`config.mk`:
```
export PLATFORM = sky130hd
export DESIGN_NAME = sd_img_server
export DESIGN_NICKNAME = d
export VERILOG_FILES = /design/src/rtl/sd_img_pkg.sv /design/src/rtl/sd_img_server.sv
export SDC_FILE = /design/constraint.sdc
export NUM_CORES = 1
export LEC_CHECK = 0
export CAP_MARGIN = 10
export CORE_ASPECT_RATIO = 0.7
export CORE_MARGIN = 5
export CORE_UTILIZATION = 47
export DETAILED_ROUTE_END_ITERATION = 10
export PLACE_DENSITY = 0.76
export SLEW_MARGIN = 25
export SYNTH_ARGS = -nofsm -noshare
export SYNTH_HDL_FRONTEND = slang
export SYNTH_SLANG_ARGS = --single-unit
```
`constraint.sdc`:
```
create_clock -name clk_sys -period 4 [get_ports clk_sys]
set_input_delay 1 -clock clk_sys [delete_from_list [all_inputs] [get_ports clk_sys]]
set_output_delay 1 -clock clk_sys [all_outputs]
set_load 0.03 [all_outputs]
```
`src/rtl/sd_img_pkg.sv`:
```
// Shared types and constants for the SDRAM-backed sector responder.
package sd_img_pkg;

   typedef enum logic [3:0] {
      IDLE,
      RD_REQ,
      RD_WAIT,
      RD_PUT,
      WR_ADDR,
      WR_FETCH,
      WR_REQ,
      WR_WAIT,
      DONE
   } state_t;

   localparam int         SECTOR_BYTES = 512;
   localparam logic [7:0] FILL_BYTE    = 8'hFF;

endpackage

```
`src/rtl/sd_img_server.sv`:
```
// Serves 512-byte sector reads/writes to the floppy controller from an image resident in SDRAM.
// First read strobe 2+L cycles after acceptance; every SDRAM access waits for mem_ready.
module sd_img_server
   import sd_img_pkg::*;
#(
   parameter int                ADDR_W   = 23,
   parameter logic [ADDR_W-1:0] IMG_BASE = ADDR_W'(23'h400000)
) (
   input  logic              clk_sys,
   input  logic              reset,
   input  logic              img_en,
   input  logic [13:0]       img_blocks,
   input  logic [31:0]       sd_lba,
   input  logic [1:0]        sd_rd,
   input  logic [1:0]        sd_wr,
   output logic              sd_ack,
   output logic [8:0]        sd_buff_addr,
   output logic [7:0]        sd_buff_dout,
   input  logic [7:0]        sd_buff_din,
   output logic              sd_buff_wr,
   output logic [ADDR_W-1:0] mem_addr,
   output logic              mem_rd,
   output logic              mem_wr,
   output logic [7:0]        mem_din,
   input  logic [7:0]        mem_dout,
   input  logic              mem_ready
);

   state_t      state_q;
   logic        armed_q;
   logic        in_range_q;
   logic [13:0] lba_q;
   logic [9:0]  idx_q;

   logic              req_any_d;
   logic              acc_in_range_d;
   logic              last_d;
   logic [9:0]        idx_inc_d;
   logic [ADDR_W-1:0] addr_next_d;

   function automatic logic [ADDR_W-1:0] byte_addr(input logic [13:0] lba, input logic [8:0] idx);
      return IMG_BASE + ADDR_W'({lba, idx});
   endfunction

   // Drive 0 is the only drive backed by the image; the read vector decides when both ops are requested.
   assign req_any_d      = (|sd_rd) | (|sd_wr);
   assign acc_in_range_d = img_en & ((|sd_rd) ? sd_rd[0] : sd_wr[0])
                           & (sd_lba[31:14] == 18'd0) & (sd_lba[13:0] < img_blocks);
   assign last_d         = (idx_q == 10'(SECTOR_BYTES - 1));
   assign idx_inc_d      = idx_q + 10'd1;
   assign addr_next_d    = byte_addr(lba_q, idx_inc_d[8:0]);

   always_ff @(posedge clk_sys) begin
      if (reset) begin
         state_q      <= IDLE;
         armed_q      <= 1'b1;
         in_range_q   <= 1'b0;
         lba_q        <= '0;
         idx_q        <= '0;
         sd_ack       <= 1'b0;
         sd_buff_addr <= '0;
         sd_buff_dout <= '0;
         sd_buff_wr   <= 1'b0;
         mem_addr     <= '0;
         mem_rd       <= 1'b0;
         mem_wr       <= 1'b0;
         mem_din      <= '0;
      end else begin
         sd_buff_wr <= 1'b0;
         if (!req_any_d) armed_q <= 1'b1;

         case (state_q)
            IDLE: begin
               if (armed_q && req_any_d) begin
                  armed_q    <= 1'b0;
                  lba_q      <= sd_lba[13:0];
                  idx_q      <= '0;
                  in_range_q <= acc_in_range_d;
                  sd_ack     <= 1'b1;
                  if (|sd_rd) begin
                     if (acc_in_range_d) begin
                        state_q  <= RD_REQ;
                        mem_rd   <= 1'b1;
                        mem_addr <= byte_addr(sd_lba[13:0], 9'd0);
                     end else begin
                        state_q <= RD_PUT;
                     end
                  end else begin
                     state_q      <= WR_ADDR;
                     sd_buff_addr <= '0;
                  end
               end
            end

            RD_REQ, RD_WAIT: begin
               if (mem_ready) begin
                  mem_rd       <= 1'b0;
                  sd_buff_dout <= mem_dout;
                  sd_buff_addr <= idx_q[8:0];
                  sd_buff_wr   <= 1'b1;
                  state_q      <= RD_PUT;
               end else begin
                  state_q <= RD_WAIT;
               end
            end

            // Entered with the strobe low only on the fill path, which spends one extra cycle per byte.
            RD_PUT: begin
               if (!sd_buff_wr) begin
                  sd_buff_wr   <= 1'b1;
                  sd_buff_addr <= idx_q[8:0];
                  sd_buff_dout <= FILL_BYTE;
               end else begin
                  idx_q <= idx_inc_d;
                  if (last_d) begin
                     state_q <= DONE;
                     sd_ack  <= 1'b0;
                  end else if (in_range_q) begin
                     state_q  <= RD_REQ;
                     mem_rd   <= 1'b1;
                     mem_addr <= addr_next_d;
                  end
               end
            end

            WR_ADDR: state_q <= WR_FETCH;

            WR_FETCH: begin
               if (in_range_q) begin
                  mem_din  <= sd_buff_din;
                  mem_wr   <= 1'b1;
                  mem_addr <= byte_addr(lba_q, idx_q[8:0]);
                  state_q  <= WR_REQ;
               end else begin
                  idx_q <= idx_inc_d;
                  if (last_d) begin
                     state_q <= DONE;
                     sd_ack  <= 1'b0;
                  end else begin
                     state_q      <= WR_ADDR;
                     sd_buff_addr <= idx_inc_d[8:0];
                  end
               end
            end

            WR_REQ, WR_WAIT: begin
               if (mem_ready) begin
                  mem_wr <= 1'b0;
                  idx_q  <= idx_inc_d;
                  if (last_d) begin
                     state_q <= DONE;
                     sd_ack  <= 1'b0;
                  end else begin
                     state_q      <= WR_ADDR;
                     sd_buff_addr <= idx_inc_d[8:0];
                  end
               end else begin
                  state_q <= WR_WAIT;
               end
            end

            DONE: state_q <= IDLE;

            default: state_q <= IDLE;
         endcase
      end
   end

endmodule

```
# Word-level counts from Yosys, hierarchy flattened
# Index checks and enable logic that the tools add are counted.
dict set report word_totals {
  regBits 82
  input_bits 70
  out_inout_bits 52
  wordCells 122
}
dict set report op_classes {
  n_addsub 4
  n_lt_le_gt_ge 1
  eq_ne 21
  mux 57
  bitwise 4
  reduce_logical 22
}
# cell count
set ops {}
lappend ops {{2-to-1 mux 23 bit} 7}
lappend ops {{adder 23 bit, first input constant} 3}
lappend ops {{case mux 23 bit (3 select lines)} 1}
lappend ops {{2-to-1 mux 9 bit} 7}
lappend ops {{case mux 9 bit (5 select lines)} 1}
lappend ops {{2-to-1 mux 10 bit} 4}
lappend ops {{case mux 10 bit (4 select lines)} 1}
lappend ops {{2-to-1 mux 4 bit} 8}
lappend ops {{!= test 2 bit, second input constant} 12}
lappend ops {{case mux 4 bit (6 select lines)} 1}
lappend ops {{2-to-1 mux 1 bit} 19}
lappend ops {{zero test 18 bit} 1}
lappend ops {{== test 4 x 3 -> 1 bit, second input constant} 4}
lappend ops {{2-to-1 mux 8 bit} 2}
lappend ops {{case mux 8 bit (2 select lines)} 1}
lappend ops {{AND reduction 8 bit} 2}
lappend ops {{less-than comparator 14 bit} 1}
lappend ops {{adder 10 x 1 -> 10 bit, second input constant} 1}
lappend ops {{== test 10 x 9 -> 1 bit, second input constant} 1}
lappend ops {{AND reduction 3 bit} 3}
lappend ops {{== test 4 x 2 -> 1 bit, second input constant} 2}
lappend ops {{OR reduction 2 bit} 4}
lappend ops {{AND reduction 7 bit} 1}
lappend ops {{nonzero test 3 bit} 2}
lappend ops {{15 further kinds} 20}

# Depth between registers and ports, before layout
# Gate-level depths: netlist of the first run.
dict set report logic_depth {
  ltp_word 9
  ltp_mapped 9
  ltp_nobuf 7
}

# Worst setup path after synthesis of the first run
# OpenSTA, ideal clock, no wires.
dict set report synth_timing {
  path_type {input -> register}
  start {input img_blocks[5]}
  end {register mem_addr[4]}
  setup_time_ps 120
  arrival_time_ps 2622
  required_time_ps 3880
  path_slack_ps 1258
  path_stages 8
  n_path_buf 1
  path_cell_list {inv_1 ha_1 a211oi_1 o21ai_1 o21ai_1 nand2_1 clkbuf_1 a211o_1}
}
dict set report synth_between {
  elab_chain_len 4
}
# item line
set synth_lines {}
lappend synth_lines {{start, declared} sd_img_server.sv:12} ;# input logic [13:0] img_blocks,
lappend synth_lines {{less-than comparator 14 bit} sd_img_server.sv:48} ;# & (sd_lba[31:14] == 18'd0) & (sd_lba[13:0] < img_blocks);
lappend synth_lines {{bitwise AND 1 bit} sd_img_server.sv:48}
lappend synth_lines {{!= test 2 bit (no source line)} n/a}
lappend synth_lines {{AND reduction 8 bit (no source line)} n/a}
lappend synth_lines {{end signal, assigned} sd_img_server.sv:84} ;# mem_addr <= byte_addr(sd_lba[13:0], 9'd0);
lappend synth_lines {{end signal, assigned} sd_img_server.sv:121} ;# mem_addr <= addr_next_d;
lappend synth_lines {{end signal, assigned} sd_img_server.sv:132} ;# mem_addr <= byte_addr(lba_q, idx_q[8:0]);
lappend synth_lines {{end, declared} sd_img_server.sv:21} ;# output logic [ADDR_W-1:0] mem_addr,
# Every way passes these cells.
# A chain may end at the register's enable or synchronous reset.

# Worst setup path after layout of the first run
dict set report layout_timing {
  start {input sd_rd[0]}
  end {register mem_addr[22]}
}
dict set report layout_between {
  elab_chain_len 7
  elab_cells_between_ends 11
  classes_between {eq/ne (3); mux (1); bitwise (4); reduce/logical (3)}
}
# item line
set layout_lines {}
lappend layout_lines {{start, declared} sd_img_server.sv:14} ;# input logic [1:0] sd_rd,
lappend layout_lines {{OR reduction 2 bit} {sd_img_server.sv:46, sd_img_server.sv:47, sd_img_server.sv:80}}
lappend layout_lines {{2-to-1 mux 1 bit} sd_img_server.sv:47} ;# assign acc_in_range_d = img_en & ((|sd_rd) ? sd_rd[0] : sd_wr[0])
lappend layout_lines {{bitwise AND 1 bit} sd_img_server.sv:47}
lappend layout_lines {{bitwise AND 1 bit (2 in a row)} sd_img_server.sv:48}
lappend layout_lines {{!= test 2 bit (no source line)} n/a}
lappend layout_lines {{AND reduction 8 bit (no source line) (*)} n/a}
# Mark *: on every way between the ends. The rest lies on a longest branch, timed or not.

==> results.sh, run 1 <==
export IMPL_nets=792
export IMPL_wl_met1_um=7365
export IMPL_switching_share_pct=35.85
export IMPL_synth_area_per_cell_um2=8.098
export IMPL_grt_pass1_vias=5056
export IMPL_drv_slew=0
export IMPL_ys_flop_type="dfxtp_1"
export IMPL_cts_inserted_buffers=9
export IMPL_path_cells="clkdlybuf4s50_1 -> or2_1 -> and3_1 -> nand2_2 -> or3_1 -> o211ai_1"
export IMPL_setup_worst_path_end="mem_addr[22]"
export IMPL_vias=5259
export IMPL_relSlewSlack_pct=35.93
export IMPL_die_area_um2=12940
export IMPL_vdd_drop_max_v=0.0002808
export IMPL_synth_nets=707
export IMPL_fillers=857
export IMPL_worstSetupPathType="in -> reg"
export IMPL_startpoint="sd_rd[0]"
export IMPL_layout_common_cells="clkdlybuf4s50_1 (120), nand2_1 (86), dfxtp_1 (82), a21oi_1 (74)"
export IMPL_reg2reg_depth=5
export IMPL_layout_drive_gt1_share_pct=6.882
export IMPL_synthCells=623
export IMPL_cp_arrival_ns=3.42
export IMPL_max_stage_delay_ns=0.61
export IMPL_syn_area_um2=5045
export IMPL_ys_top_cells_by_area="dfxtp_1 (33%), a21oi_1 (7.3%), nand2_1 (6.4%), a211o_1 (3.8%), ha_1 (3.5%)"
export IMPL_finalCriticalPeriod_ns=3.174
export IMPL_grt_pass1_wl_um=26280
export IMPL_portBuffers=121
export IMPL_floorplan_initialDensity_pct=48.35
export IMPL_worst_path_max_fanout=14
export IMPL_cp_end_kind="flip-flop"
export IMPL_drc=0
export IMPL_root_buffer="clkbuf_16"
export IMPL_wl_met2_um=6913
export IMPL_clock_skew_ns=0.006196
export IMPL_seq_power_share_pct=33.9
export IMPL_dr_max_layer_used="met4"
export IMPL_clk_latency_ns=0.33
export IMPL_grt_overflow=0
export IMPL_cts_tree="yes"
export IMPL_post_cts_buffers=0
export IMPL_post_cts_resized=0
export IMPL_r2r_end="mem_addr[4]"
export IMPL_clock_sinks=82
export IMPL_cts_buffer_depth=2
export IMPL_synth_cell_types=71
export IMPL_start_kind="input port"
export IMPL_p_sw_mw=1.101
export IMPL_routed_wl_um=16100
export IMPL_leakagePower_nw=2.405
export IMPL_p_total_mw=3.070
export IMPL_regArea_um2=1642
export IMPL_ys_seq_area_share_pct=32.54
export IMPL_cts_hold_buffers_added=0
export IMPL_pwr_density_cell_nw_per_um2=467.6
export IMPL_max_cap_viol_count=0
export IMPL_netlist_area_leader_share_pct=32.54
export IMPL_setup_violations_final=0
export IMPL_pwr_share_clk_pct=30.7
export IMPL_final_common_cell="clkdlybuf4s50_1"
export IMPL_finalHoldViolations=0
export IMPL_combPwrFrac_pct=35.4
export IMPL_place_area_um2=6225
export IMPL_wl_per_cell_um=19.07
export IMPL_design_area_um2=6566
export IMPL_htree_levels=3
export IMPL_gp_congestion=0.9083
export IMPL_outcome="complete, no violations"
export IMPL_yosysTopAreaCell="dfxtp_1"
export IMPL_synth_edf_count=0
export IMPL_core_rowCount=31
export IMPL_grt_antenna_before_repair=0
export IMPL_clk_pin_slew_ns=0.06
export IMPL_route_met3_wl_um=1661
export IMPL_slowest_stage="and3_1"
export IMPL_multi_input_area_um2=3050
export IMPL_dr_pass1_iters=5
export IMPL_rsz0062_at_grt="no"
export IMPL_ys_seq_elements=82
export IMPL_yosysWarnings=0
export IMPL_dieWidth_um=133.8
export IMPL_cp_required_ns=4.25
export IMPL_fin_crit_sh_pct=79.35
export IMPL_worst_pin_slew_ns=0.9610
export IMPL_io_pins=122
export IMPL_grt_start_max_net_pins=40
export IMPL_die_y_um=96.68
export IMPL_drt_iter0_markers=572
export IMPL_core_area_um2=10430
export IMPL_reg2reg_slack_ns=0.90
export IMPL_rr_startpoint="state_q[1]"
export IMPL_max_freq_ghz=0.3151
export IMPL_syn_to_final_growth_pct=30.16
export IMPL_final_util_pct=62.93
export IMPL_setup_tns_ns=0
export IMPL_p_int_mw=1.970
export IMPL_viasPerCell=6.231
export IMPL_hpwl_um=11330
export IMPL_grt_usage_pct=24.30
export IMPL_antenna_left=0
export IMPL_antenna_cells=0
export IMPL_async_reset_ff_share_pct=0
export IMPL_hold_path_class="reg -> reg"
-- sequential cells by signal, summed over array words and instances, names as in the netlist, 4 cells and up --
| signal | count |
|---|---|
| sd_buff_dout | 8 |
| idx_q | 10 |
| sd_buff_addr | 9 |
| mem_din | 8 |
| lba_q | 14 |
| mem_addr | 23 |
| state_q | 4 |
-- critical path: cells and delay by family --
family          cells  cell delay (ns)
simple gates        4             1.65
compound gates      1             0.18
buf+inv             1             0.58
-- through the flow --
step,hold slack [ns],std cells,setup slack [ns]
finish,0.4527,844,0.8259
global route,0.4628,844,0.6982
CTS,0.4539,844,0.8330
detailed placement,0.4453,829,0.5300
global placement,0.4388,829,0.6874
floorplan,0.4325,623,1.258
-- power by group through the flow --
stage,sequential [mW],combinational (mW),clock [mW]
after CTS,1.03,1.08,0.960
final,1.04,1.09,0.942
after global placement,1.04,1.05,0
after detailed placement,1.05,1.07,0
after global routing,1.05,1.18,1.00
after floorplan,1.08,0.703,0
-- cells in the mapped netlist, drive strengths merged, types with 3 or more instances --
master,number
a211o,22
nor3b,4
o2111ai,3
nor4b,7
a211oi,6
nand2,87
inv,17
clkbuf,29
mux2i,4
o211ai,18
or4,3
o2bb2ai,9
nand3,23
and2,4
o21ai,33
ha,14
or2,4
xor2,9
nor2b,5
or3,4
nor2,13
o211a,4
o21a,5
a21o,14
nor3,14
dfxtp,82
and3,13
a21oi,75
nor4,23
a31oi,3
buf,31
o221a,8
-- logic make-up after synthesis --
group,synth area share (%)
adder cells (fa/ha/maj),3.472
AO/OA/AOI/OAI,30.85
buffers and inverters,6.994
XOR/XNOR,1.910
AND/OR/NAND/NOR,23.44
flip-flops,32.54
multiplexers,0.7937
-- metal layers --
metal | GRT usage (%) | up-vias
li1 | - | 2481
met1 | 35.15 | 2468
met2 | 35.74 | 292
met3 | 7.106 | 18
met4 | 5.296 | 0
met5 | 0 | -
-- area by class of cell --
class	count	share of cell area (%)
Tap cell	132	2.515
Multi-Input combinational cell	464	46.46
Sequential cell	82	25.00
Clock inverter	5	1.562
Clock buffer	10	3.639
Inverter	17	0.9718
Timing Repair Buffer	134	19.86
-- worst min-delay path by stage --
stage                     startpoint         end  slack [ns]  cells past startpoint
final                     mem_din[7]  mem_din[7]        0.45                      2
after floorplan            lba_q[13]   lba_q[13]        0.43                      2
after detailed placement  mem_din[7]  mem_din[7]        0.45                      2
after CTS                 mem_din[7]  mem_din[7]        0.45                      2
after global routing      mem_din[7]  mem_din[7]        0.46                      2
after global placement     lba_q[11]   lba_q[11]        0.44                      2
Power figures use the tool's default switching activity.
==> inputs of run 2 (changes only) <==
CORE_UTILIZATION = 46   (was 47)
PLACE_DENSITY = 0.78   (was 0.76)
clock period = 2.91 ns   (was 4 ns; I/O delays follow)
==> results.sh, run 2 (synthesis gave the netlist of run 1 again) <==
export IMPL_outcome="complete, no violations"
export IMPL_cts_hold_buffers_added=0
export IMPL_largest_reg_flops=23
export IMPL_finalHoldViolations=0
export IMPL_rr_startpoint="idx_q[0]"
export IMPL_htree_levels=3
export IMPL_portBuffers=121
export IMPL_cts_buffer_depth=2
export IMPL_post_cts_buffers=0
export IMPL_drt_iter0_markers=684
export IMPL_cp_end_kind="flip-flop"
export IMPL_hp_start="lba_q[6]"
export IMPL_routed_wl_um=16550
export IMPL_setup_violations_final=0
export IMPL_layout_drive_gt1_share_pct=8.929
export IMPL_gp_congestion=0.9075
export IMPL_io_pins=122
export IMPL_post_cts_resized=0
export IMPL_cp_arrival_ns=2.85
export IMPL_worst_hold_slack_ns=0.4569
export IMPL_finalCriticalPeriod_ns=2.593
export IMPL_final_common_cell="clkdlybuf4s50_1"
export IMPL_startpoint="img_blocks[13]"
export IMPL_cts_tree="yes"
export IMPL_core_rowCount=32
export IMPL_leakagePower_nw=2.473
export IMPL_max_freq_ghz=0.3856
export IMPL_pwr_density_cell_nw_per_um2=626.8
export IMPL_max_cap_viol_count=0
export IMPL_clk_pin_slew_ns=0.06
export IMPL_clock_sinks=82
export IMPL_worst_path_max_fanout=16
export IMPL_cp_required_ns=3.17
export IMPL_clk_latency_ns=0.34
export IMPL_worstSetupPathType="in -> reg"
export IMPL_die_area_um2=13200
export IMPL_drc=0
export IMPL_dieWidth_um=135.2
export IMPL_grt_usage_pct=24.06
export IMPL_grt_start_max_net_pins=57
export IMPL_core_area_um2=10850
export IMPL_drv_slew=0
export IMPL_worst_pin_slew_ns=0.7649
export IMPL_syn_to_final_growth_pct=32.44
export IMPL_die_y_um=97.62
export IMPL_fin_crit_sh_pct=89.12
export IMPL_hpwl_um=11860
export IMPL_vias=5383
export IMPL_floorplan_initialDensity_pct=46.49
export IMPL_viasPerCell=6.110
export IMPL_p_total_mw=4.188
export IMPL_layout_common_cells="clkdlybuf4s50_1 (120), nand2_1 (86), dfxtp_1 (82), a21oi_1 (74), buf_4 (27)"
export IMPL_top_regs="mem_addr x23, lba_q x14, idx_q x10"
export IMPL_clock_skew_ns=0.008116
export IMPL_nets=807
export IMPL_grt_antenna_before_repair=0
export IMPL_dr_pass1_iters=5
export IMPL_rsz0062_at_grt="no"
export IMPL_start_kind="input port"
export IMPL_regMostFlops="mem_addr"
export IMPL_grt_pass1_vias=4981
export IMPL_vdd_drop_max_v=0.0003889
export IMPL_root_buffer="clkbuf_16"
export IMPL_antenna_cells=0
export IMPL_wl_per_cell_um=18.78
export IMPL_cts_inserted_buffers=9
export IMPL_grt_pass1_wl_um=26100
export IMPL_antenna_left=0
export IMPL_hold_path_class="reg -> reg"
export IMPL_grt_overflow=0
export IMPL_relSlewSlack_pct=48.95
## run 2: cell types whose count changed in the layout (fill, tap and decap cells not counted)
| cell | delta |
|---|---|
| buf_4 | +14 |
| bufinv_16 | -2 |
| clkinv_2 | +2 |
| buf_12 | +1 |
| clkbuf_8 | +1 |
## run 2: per-stage QoR
stage                     cells   TNS (ns)  area [µm²]  setup slack [ns]  utilization (%)
after floorplan             623          0        5045            0.4409                -
after detailed placement    865  -0.004009        6376         -0.004009            58.76
after global placement      865          0        6376            0.1288            58.76
after CTS                   881          0        6681            0.3305            61.58
after global routing        881          0        6681            0.1965            61.58
final                       881          0        6681            0.3166            61.58
## run 2: cell type report
type                       count  area [µm²]
clock inverter                 5       52.55
tap                          153       191.4
clock buffer                  11       252.7
sequential                    82        1642
timing repair buffer         149        1429
multi-input combinational    464        3050
inverter                      17       63.81
fill                         973        4169
## run 2: routing by layer
| layer | GRT usage (%) | vias up | wire, µm |
|---|---|---|---|
| met5 | 0 | - | 0 |
| met4 | 5.500 | 0 | 209 |
| met3 | 7.195 | 27 | 1853 |
| met2 | 35.36 | 308 | 7070 |
| met1 | 34.55 | 2540 | 7412 |
| li1 | - | 2508 | - |
## run 2: report_power, final
part,internal [mW],leakage [nW],switching [mW]
sequential,1.27,0.665,0.126
clock,0.707,0.151,0.453
combinational,0.663,1.66,0.971
total,2.64,2.47,1.55
## run 2: critical path, stage by stage
cell             delay, ns
clkdlybuf4s50_1       0.47
inv_1                 0.04
ha_1                  0.30
and3_1                0.24
nor4b_1               0.32
o21ai_1               0.15
buf_4                 0.23
a211o_1               0.27
o211ai_1              0.09
## run 2: path summary, 6_finish.rpt
| kind | to | slack (ns) | depth (start not counted) |
|---|---|---|---|
| min | lba_q[6] | 0.46 | 2 |
| max reg2reg | mem_addr[4] | 0.35 | 6 |
| max | mem_addr[15] | 0.32 | 9 |
| min reg2reg | lba_q[6] | 0.46 | 2 |
==> inputs of run 3 (changes only) <==
CORE_UTILIZATION = 40   (was 46)
PLACE_DENSITY = 0.69   (was 0.78)
==> results.sh, run 3 (synthesis gave the netlist of run 1 again) <==
export IMPL_outcome="complete, no violations"
export IMPL_start_kind="input port"
export IMPL_dieWidth_um=144.2
export IMPL_root_buffer="clkbuf_16"
export IMPL_fillers=1126
export IMPL_clock_sinks=82
export IMPL_antenna_left=0
export IMPL_max_freq_ghz=0.3989
export IMPL_routed_wl_um=16620
export IMPL_core_area_um2=12380
export IMPL_worst_path_max_fanout=24
export IMPL_cp_required_ns=3.14
export IMPL_syn_to_final_growth_pct=33.11
export IMPL_top_regs="mem_addr x23, lba_q x14, idx_q x10"
export IMPL_setup_violations_final=0
export IMPL_grt_pass1_vias=5055
export IMPL_cp_buffers_inverters=3
export IMPL_grt_pass1_wl_um=26520
export IMPL_setup_tns_ns=0
export IMPL_die_area_um2=14990
export IMPL_cts_buffer_depth=2
export IMPL_antenna_cells=0
export IMPL_cts_tree="yes"
export IMPL_grt_overflow=0
export IMPL_vias=5268
export IMPL_core_rowCount=34
export IMPL_pwr_share_clk_pct=29.4
export IMPL_wl_per_cell_um=18.67
export IMPL_layout_setup_ws_ns=0.4031
export IMPL_p_sw_mw=1.542
export IMPL_pwr_density_cell_nw_per_um2=630.7
export IMPL_rsz0062_at_grt="no"
export IMPL_io_pins=122
export IMPL_die_y_um=104.0
export IMPL_slowest_stage="clkdlybuf4s50_1"
export IMPL_finalCriticalPeriod_ns=2.507
export IMPL_p_int_mw=2.694
export IMPL_final_common_cell="clkdlybuf4s50_1"
export IMPL_drc=0
export IMPL_cp_arrival_ns=2.74
export IMPL_grt_usage_pct=21.64
export IMPL_path_delay_family="compound AO/OA/AOI/OAI gates"
export IMPL_nets=807
export IMPL_hpwl_um=11860
export IMPL_p_total_mw=4.235
export IMPL_cp_end_kind="flip-flop"
export IMPL_regMostFlops="mem_addr"
export IMPL_portBuffers=121
export IMPL_clk_latency_ns=0.35
export IMPL_max_stage_delay_ns=0.46
export IMPL_relSlewSlack_pct=50.56
export IMPL_drv_slew=0
export IMPL_layout_common_cells="clkdlybuf4s50_1 (120), nand2_1 (86), dfxtp_1 (82), a21oi_1 (74), buf_4 (27)"
export IMPL_largest_reg_flops=23
export IMPL_cts_inserted_buffers=9
export IMPL_layout_drive_gt1_share_pct=8.791
export IMPL_clk_pin_slew_ns=0.06
export IMPL_switching_share_pct=36.40
export IMPL_hold_path_class="reg -> reg"
export IMPL_cts_hold_buffers_added=0
export IMPL_fin_crit_sh_pct=86.15
export IMPL_dr_pass1_iters=5
export IMPL_drt_iter0_markers=473
export IMPL_viasPerCell=5.919
export IMPL_worst_pin_slew_ns=0.7408
export IMPL_worstSetupPathType="in -> reg"
export IMPL_vdd_drop_max_v=0.0005214
export IMPL_post_cts_resized=0
export IMPL_combPwrFrac_pct=38.6
export IMPL_finalHoldViolations=0
export IMPL_htree_levels=3
export IMPL_max_cap_viol_count=0
export IMPL_clock_skew_ns=0.01112
export IMPL_floorplan_initialDensity_pct=40.75
export IMPL_grt_antenna_before_repair=0
export IMPL_pre_cts_ws_ns=0.05490
export IMPL_leakagePower_nw=2.478
export IMPL_worst_hold_slack_ns=0.4571
export IMPL_gp_congestion=0.9297
export IMPL_grt_start_max_net_pins=67
export IMPL_seq_power_share_pct=32.0
export IMPL_post_cts_buffers=0
export IMPL_path_cells="clkdlybuf4s50_1 -> inv_1 -> ha_1 -> nor4b_1 -> o2111ai_1 -> a211oi_4 -> nand2_1 -> buf_12 -> a211o_1"
-- run 3: routing by layer --
metal  GRT usage, %  vias up  wire [µm]
met5              0        -          0
met4          5.326        0        180
met2          30.64      268       6692
met3          6.939       18       1819
met1          31.64     2469       7927
li1               -     2513          -
-- run 3: layout make-up --
cell class,count,area [µm²],share of cell area [%]
multi-input combinational,464,3050,45.43
sequential,82,1642,24.45
timing repair buffer,149,1429,21.28
inverter,17,63.81,0.9503
clock inverter,5,85.08,1.267
tap,162,202.7,3.018
clock buffer,11,242.7,3.615
-- run 3: stage by stage --
step           instances  util (%)  instance area (µm²)
6_report             890     54.25                 6715
5_1_grt              890     54.25                 6715
4_1_cts              890     54.25                 6715
3_5_place_dp         874     51.60                 6387
3_3_place_gp         874     51.60                 6387
2_1_floorplan        623         -                 5045
-- run 3: path summary, 6_finish.rpt --
| check | from | end | slack [ns] | cells after the start |
|---|---|---|---|---|
| hold / removal | lba_q[3] | lba_q[3] | 0.46 | 2 |
| setup reg to reg | idx_q[1] | sd_buff_addr[5] | 0.53 | 6 |
| setup / recovery | img_blocks[13] | mem_addr[3] | 0.40 | 9 |
| hold reg to reg | lba_q[3] | lba_q[3] | 0.46 | 2 |
-- run 3: tightest hold or removal path: stages, from the launching register on --
cell and delay, ns:
dfxtp_1 0.30, nand2_1 0.05, a21oi_1 0.05
-- run 3: power groups by stage --
stage / clock, mW / sequential [mW] / combinational (mW)
after floorplan: 0 / 1.49 / 0.966
after global placement: 0 / 1.37 / 1.58
after detailed placement: 0 / 1.38 / 1.61
after CTS: 1.27 / 1.35 / 1.62
after global routing: 1.32 / 1.37 / 1.76
final: 1.25 / 1.35 / 1.63
